===== config.mk =====
export PLATFORM = sky130hd
export DESIGN_NAME = reg_operand_fetch
export DESIGN_NICKNAME = d
export VERILOG_FILES = /design/src/rtl/reg_operand_fetch.sv
export SDC_FILE = /design/constraint.sdc
export NUM_CORES = 2
export LEC_CHECK = 0
export BUFFER_PORTS_ARGS = -buffer_cell sky130_fd_sc_hd__buf_2
export CORE_ASPECT_RATIO = 0.8
export CORE_MARGIN = 2
export CORE_UTILIZATION = 40
export DETAILED_ROUTE_END_ITERATION = 10
export MAX_ROUTING_LAYER = met4
export PLACE_DENSITY_LB_ADDON = 0.2
export SYNTH_ARGS = -nofsm -noshare
export SYNTH_HDL_FRONTEND = slang
export SYNTH_SLANG_ARGS = --single-unit

===== constraint.sdc =====
create_clock -name clk -period 3.3 [get_ports clk]
set_input_delay 0.165 -clock clk [delete_from_list [all_inputs] [get_ports clk]]
set_output_delay 0.165 -clock clk [all_outputs]
set_load 0.02 [all_outputs]

===== src/rtl/reg_operand_fetch.sv =====
`default_nettype none
// ============================================================================
// Module   : reg_operand_fetch
// Summary  : Integer register file, pending-write scoreboard and operand select
//            between decode and execute, with valid/ready on both sides.
//            Define REG_OPERAND_FETCH_BYPASS_EN to forward write-back data.
// Revision : 1.0 - initial release
// ============================================================================
module reg_operand_fetch #(
    parameter  int XLEN     = 32,
    parameter  int NUM_REGS = 32,
    localparam int AW       = $clog2(NUM_REGS)
) (
    input  logic            clk,
    input  logic            rst,
    input  logic            in_valid,
    output logic            in_ready,
    input  logic [AW-1:0]   in_rs1_addr,
    input  logic [AW-1:0]   in_rs2_addr,
    input  logic [AW-1:0]   in_rd_addr,
    input  logic            in_rd_we,
    input  logic [XLEN-1:0] in_pc,
    input  logic [XLEN-1:0] in_imm,
    input  logic [1:0]      in_op1_sel,
    input  logic [2:0]      in_op2_sel,
    input  logic            wb_en,
    input  logic [AW-1:0]   wb_addr,
    input  logic [XLEN-1:0] wb_data,
    output logic            out_valid,
    input  logic            out_ready,
    output logic [XLEN-1:0] out_op1,
    output logic [XLEN-1:0] out_op2,
    output logic [AW-1:0]   out_rd_addr,
    output logic            out_rd_we
);

    localparam logic [1:0]    c_OP1_X   = 2'd0;
    localparam logic [1:0]    c_OP1_RS1 = 2'd1;
    localparam logic [1:0]    c_OP1_PC  = 2'd2;
    localparam logic [2:0]    c_OP2_X   = 3'd0;
    localparam logic [2:0]    c_OP2_RS2 = 3'd1;
    localparam logic [2:0]    c_OP2_IMI = 3'd2;
    localparam logic [2:0]    c_OP2_IMS = 3'd3;
    localparam logic [2:0]    c_OP2_IMJ = 3'd4;
    localparam logic [2:0]    c_OP2_IMU = 3'd5;
    localparam logic [AW-1:0] c_X0      = '0;

    logic [XLEN-1:0]     r_regs [NUM_REGS];
    logic [NUM_REGS-1:0] w_busy;

    logic                r_out_valid;
    logic [XLEN-1:0]     r_out_op1;
    logic [XLEN-1:0]     r_out_op2;
    logic [AW-1:0]       r_out_rd_addr;
    logic                r_out_rd_we;

    logic                w_use_rs1;
    logic                w_use_rs2;
    logic                w_fwd_rs1;
    logic                w_fwd_rs2;
    logic                w_hazard;
    logic                w_ready;
    logic                w_accept;
    logic [XLEN-1:0]     w_rs1_val;
    logic [XLEN-1:0]     w_rs2_val;
    logic [XLEN-1:0]     w_op1;
    logic [XLEN-1:0]     w_op2;

    assign w_use_rs1 = (in_op1_sel == c_OP1_RS1);
    assign w_use_rs2 = (in_op2_sel == c_OP2_RS2);

`ifdef REG_OPERAND_FETCH_BYPASS_EN
    assign w_fwd_rs1 = wb_en && (wb_addr != c_X0) && (wb_addr == in_rs1_addr);
    assign w_fwd_rs2 = wb_en && (wb_addr != c_X0) && (wb_addr == in_rs2_addr);
`else
    assign w_fwd_rs1 = 1'b0;
    assign w_fwd_rs2 = 1'b0;
`endif

    // Without forwarding a same-cycle write is not visible; the busy stall makes that safe.
    assign w_rs1_val = w_fwd_rs1              ? wb_data :
                       (in_rs1_addr == c_X0)  ? '0      : r_regs[in_rs1_addr];
    assign w_rs2_val = w_fwd_rs2              ? wb_data :
                       (in_rs2_addr == c_X0)  ? '0      : r_regs[in_rs2_addr];

    assign w_hazard = (w_use_rs1 && w_busy[in_rs1_addr] && !w_fwd_rs1) ||
                      (w_use_rs2 && w_busy[in_rs2_addr] && !w_fwd_rs2);

    assign w_ready  = (!r_out_valid || out_ready) && !w_hazard;
    assign w_accept = in_valid && w_ready;

    always_comb begin
        w_op1 = '0;
        case (in_op1_sel)
            c_OP1_X:   w_op1 = '0;
            c_OP1_RS1: w_op1 = w_rs1_val;
            c_OP1_PC:  w_op1 = in_pc;
            default:   w_op1 = '0;
        endcase
    end

    always_comb begin
        w_op2 = '0;
        case (in_op2_sel)
            c_OP2_X:   w_op2 = '0;
            c_OP2_RS2: w_op2 = w_rs2_val;
            c_OP2_IMI,
            c_OP2_IMS,
            c_OP2_IMJ,
            c_OP2_IMU: w_op2 = in_imm;
            default:   w_op2 = '0;
        endcase
    end

    // x0 is never written, so its entry stays at the reset value of zero.
    always_ff @(posedge clk) begin
        if (rst) begin
            for (int i = 0; i < NUM_REGS; i++) begin
                r_regs[i] <= '0;
            end
        end else if (wb_en && (wb_addr != c_X0)) begin
            r_regs[wb_addr] <= wb_data;
        end
    end

    // A new reservation outranks a same-cycle write-back release of that register.
    for (genvar g = 0; g < NUM_REGS; g++) begin : g_busy
        if (g == 0) begin : g_zero
            assign w_busy[g] = 1'b0;
        end else begin : g_bit
            logic r_bit;
            always_ff @(posedge clk) begin
                if (rst) begin
                    r_bit <= 1'b0;
                end else if (w_accept && in_rd_we && (in_rd_addr == AW'(g))) begin
                    r_bit <= 1'b1;
                end else if (wb_en && (wb_addr == AW'(g))) begin
                    r_bit <= 1'b0;
                end
            end
            assign w_busy[g] = r_bit;
        end
    end

    always_ff @(posedge clk) begin
        if (rst) begin
            r_out_valid   <= 1'b0;
            r_out_op1     <= '0;
            r_out_op2     <= '0;
            r_out_rd_addr <= '0;
            r_out_rd_we   <= 1'b0;
        end else if (w_accept) begin
            r_out_valid   <= 1'b1;
            r_out_op1     <= w_op1;
            r_out_op2     <= w_op2;
            r_out_rd_addr <= in_rd_addr;
            r_out_rd_we   <= in_rd_we;
        end else if (out_ready) begin
            r_out_valid   <= 1'b0;
        end
    end

    assign in_ready    = w_ready;
    assign out_valid   = r_out_valid;
    assign out_op1     = r_out_op1;
    assign out_op2     = r_out_op2;
    assign out_rd_addr = r_out_rd_addr;
    assign out_rd_we   = r_out_rd_we;

endmodule
`default_nettype wire


==> results.yml <==
worst_setup_path:
  cp_slowest_stage_delay_ps: 490
  worstReg2RegStart: "g_busy[6].g_bit.r_bit"
  reg2reg_to: "out_rd_we"
  worstPathRequired_ps: 3130
  cp.arrival_ps: 2850
  crit_type: "register to primary output"
  ff2ff_path_depth: 8
  cp_slowest_cell: "a2111oi_0"
  critical_path.cell_chain: "mux2i_1 > o21ai_0 > a2111oi_0 > a22o_1 > o21ai_1 > buf_4 > inv_1 > buf_2"
  regToRegSetupSlack_ps: 350
  end_kind: "primary output"
  crit_fanout: 16
  worst_setup_path_start_kind: "register"
timing:
  post-route-period-util: 0.9149
  period_needed_ps: 3019
  setup_viol: 0
  setup_tns_ps: 0
  slew_violations: 0
  fmaxAchievable_mhz: 331.2
  hold_violations: 0
  max_slew.worst_pin.slew_ps: 1106
  slew_headroom: 0.2573
  grt_setup_unrepaired: "no"
  clock_skew_ps: 37.83
floorplanning:
  num_io_pins: 199
  rows: 127
  die_y_um: 350.7
  core-area_um2: 149500
  die-area_um2: 153400
  die_w_um: 437.4
  initial_utilization: 0.4020
drt:
  vias: 41280
  wire_per_inst_um: 35.54
  dr.pass1.iters: 6
  wl_met1_um: 96180
  wl_met3_um: 27720
  wl_met2_um: 100900
  drc: 0
  drtIter0Drc: 6421
  vias_per_cell: 6.272
  routed.top_layer: "met4"
  wl_um: 233900
  antenna_left: 0
global_route:
  grt_pass1_wl_um: 323700
  gr-total-overflow: 0
  grt_start_max_net_pins: 84
  antenna_found_initial: 20
  track_usage: 0.3115
  grt_pass1_vias: 40010
synth:
  ys_top_cells_by_area: "edfxtp_1 51%, mux4_2 17%, and2_1 10%, mux2i_1 3.9%, dfxtp_1 3.4%"
  avgSynthCellArea_um2: 14.23
  synth_commonest_cells: "1,024 x edfxtp_1, 1,000 x and2_1, 453 x mux4_2"
  synth.most_common_cell: "edfxtp_1"
  synth_cell_types: 70
  synth_top_area_cell: "edfxtp_1"
  synth-edff-count: 1024
  synth_top_area_share: 0.5116
  async_flop_share: 0
  netlist_instances: 4224
  ys_seq_area_frac: 0.5455
  synthFlopType: "edfxtp_1"
  yosysWarnings: 0
  yosys_register_bits: 1126
  synth_area_um2: 60110
place:
  dpl.hpwl_um: 148400
  portBuffers: 198
  routabilityCongestion: 0.9547
pwr:
  p_switching_mw: 9.078
  internal-power_mw: 25.91
  clkPwrFrac: 0.390
  powerDensity_nw_per_um2: 503.9
  p_leak_nw: 24.55
  comb_power_share: 0.130
  ir_drop_mv: 0.4107
  switching_share: 0.2595
  p_seq_frac: 0.479
cells_and_area:
  fill_cells: 13060
  fin_util: 0.4644
  area_growth_pct: 15.52
  nets: 4595
  drive_gt1_frac: 0.2755
clocking:
  cts.sinks: 1126
  cts_tree: "yes"
  clockBufferDepth: 3
  post-cts-setup-buffer-count: 0
  cts_buffers: 117
  cts-htree-levels: 3
  cts_root_buf: "clkbuf_16"
  clk_pin_slew_ps: 60
  clk_latency_ps: 760
outcome:
  status: "finished clean"
min_path:
  hold_path_class: "primary input to register"
  holdPathStages: 4
  min-delay-start: "in_imm[12]"
  hold_end: "out_op2[12]"
flow_run:
  drv_cap: 0
[layout make-up]
| class | instances | area, um^2 | area share |
|---|---|---|---|
| flip-flops and latches | 1126 | 32790 | 0.4722 |
| clock buffers | 164 | 3283 | 0.04728 |
| clock inverters | 56 | 569.3 | 0.008198 |
| repair buffers | 532 | 4409 | 0.06350 |
| inverters | 21 | 78.83 | 0.001135 |
| well taps | 1999 | 2501 | 0.03602 |
| diodes | 15 | 37.54 | 0.0005406 |
| multi-input cells | 2668 | 25770 | 0.3711 |
[layer usage]
| layer | vias up | GRT usage |
|---|---|---|
| met2 | 2827 | 0.4449 |
| met3 | 414 | 0.07527 |
| li1 | 16660 | - |
| met5 | - | - |
| met1 | 21370 | 0.4361 |
| met4 | 0 | 0.1027 |
[what timing repair did]
| action | 4_1_cts | 5_1_grt |
|---|---|---|
| hold endpoints to repair | 75 | 0 |
| setup endpoints to repair | 0 | 0 |
| resized for setup | 0 | 0 |
| hold buffers | 53 | 0 |
[registers in the layout, indices dropped and copies added (netlist names)]
register	cells
out_op2	32
g_busy.g_bit.r_bit	31
out_valid	1
r_regs	1024
out_rd_we	1
out_rd_addr	5
out_op1	32
[layout by cell type, fill, tap and decap left out, types with 16 or more instances in the layout]
master         synthesis  final
a221oi_1              47     47
nand2b_1              56     55
o221ai_1              19     19
o31ai_1               23     23
and2_1              1000    998
nor3_1                48     48
nor2_1                83     52
nand2_1               97     97
mux4_2               453    453
a2111oi_0             25     20
nor2b_1               65     59
mux2i_1              234    234
buf_12                 0     57
or2_2                 18     18
clkbuf_1             300     29
a22o_1                17     17
a211oi_1              61     61
a22oi_1               27     27
a221o_1               26     26
conb_1                 1     32
nor2_4                 0     31
a21oi_1               68     67
clkbuf_8               0     18
clkinv_2               0     17
edfxtp_1            1024   1024
o22ai_1               35     35
clkbuf_16              0    118
a2111oi_1             11     16
dfxtp_1              102    102
buf_2                 72    190
mux2_2                66     66
dlygate4sd3_1          0     53
buf_4                 35    225
o21ai_0               39     39
clkinv_1               0     17
[stage by stage]
step	instances	area (um^2)	power [mW]	hold WS [ps]	setup WS, ps
floorplan	4255	60230	19.45	317.1	409.2
finish	6581	69440	34.99	44.59	280.9
detailed placement	6293	65020	21.48	441.9	10.46
CTS	6566	69400	34.96	1.274	262.6
global route	6571	69410	35.83	37.23	160.8
global placement	6293	65020	21.44	433.2	77.58
[critical path: cells and delay by family (launching register included)]
kind                   cells  cell delay [ps]
flip-flops                 1              330
AO/OA/AOI/OAI              4             1070
multiplexers               1              270
buffers and inverters      3              420
[power groups by stage]
stage	logic (mW)	registers, mW	clock network [mW]
after floorplan	2.54	16.9	0
after global routing	4.69	16.8	14.3
after CTS	4.50	16.7	13.7
after detailed placement	4.44	17.0	0
final	4.56	16.8	13.7
after global placement	4.42	17.0	0
[worst max-delay path by stage]
stage                                startpoint                     end  cells after the start
after global placement           in_rs1_addr[0]             out_op1[13]                      9
after global routing                  out_valid                in_ready                      8
final                     g_busy[6].g_bit.r_bit                in_ready                      8
after floorplan                      wb_addr[2]  g_busy[23].g_bit.r_bit                      6
after detailed placement         in_rs1_addr[2]             out_op1[13]                      9
after CTS                             out_valid                in_ready                      8
[kinds of logic (layout without fill, tap and decap cells)]
kind of cell,Yosys count,after routing,share of synthesized area
AO/OA/AOI/OAI,447,447,0.05529
XOR/XNOR,1,1,0.0001457
adder cells (fa/ha/maj),2,2,0.0004162
buffers and inverters,461,773,0.03497
flip-flops,1126,1126,0.5455
multiplexers,766,766,0.2235
other,1,47,0.00006239
AND/OR/NAND/NOR,1420,1420,0.1401
Note: power is estimated with default switching activity, not from simulation.
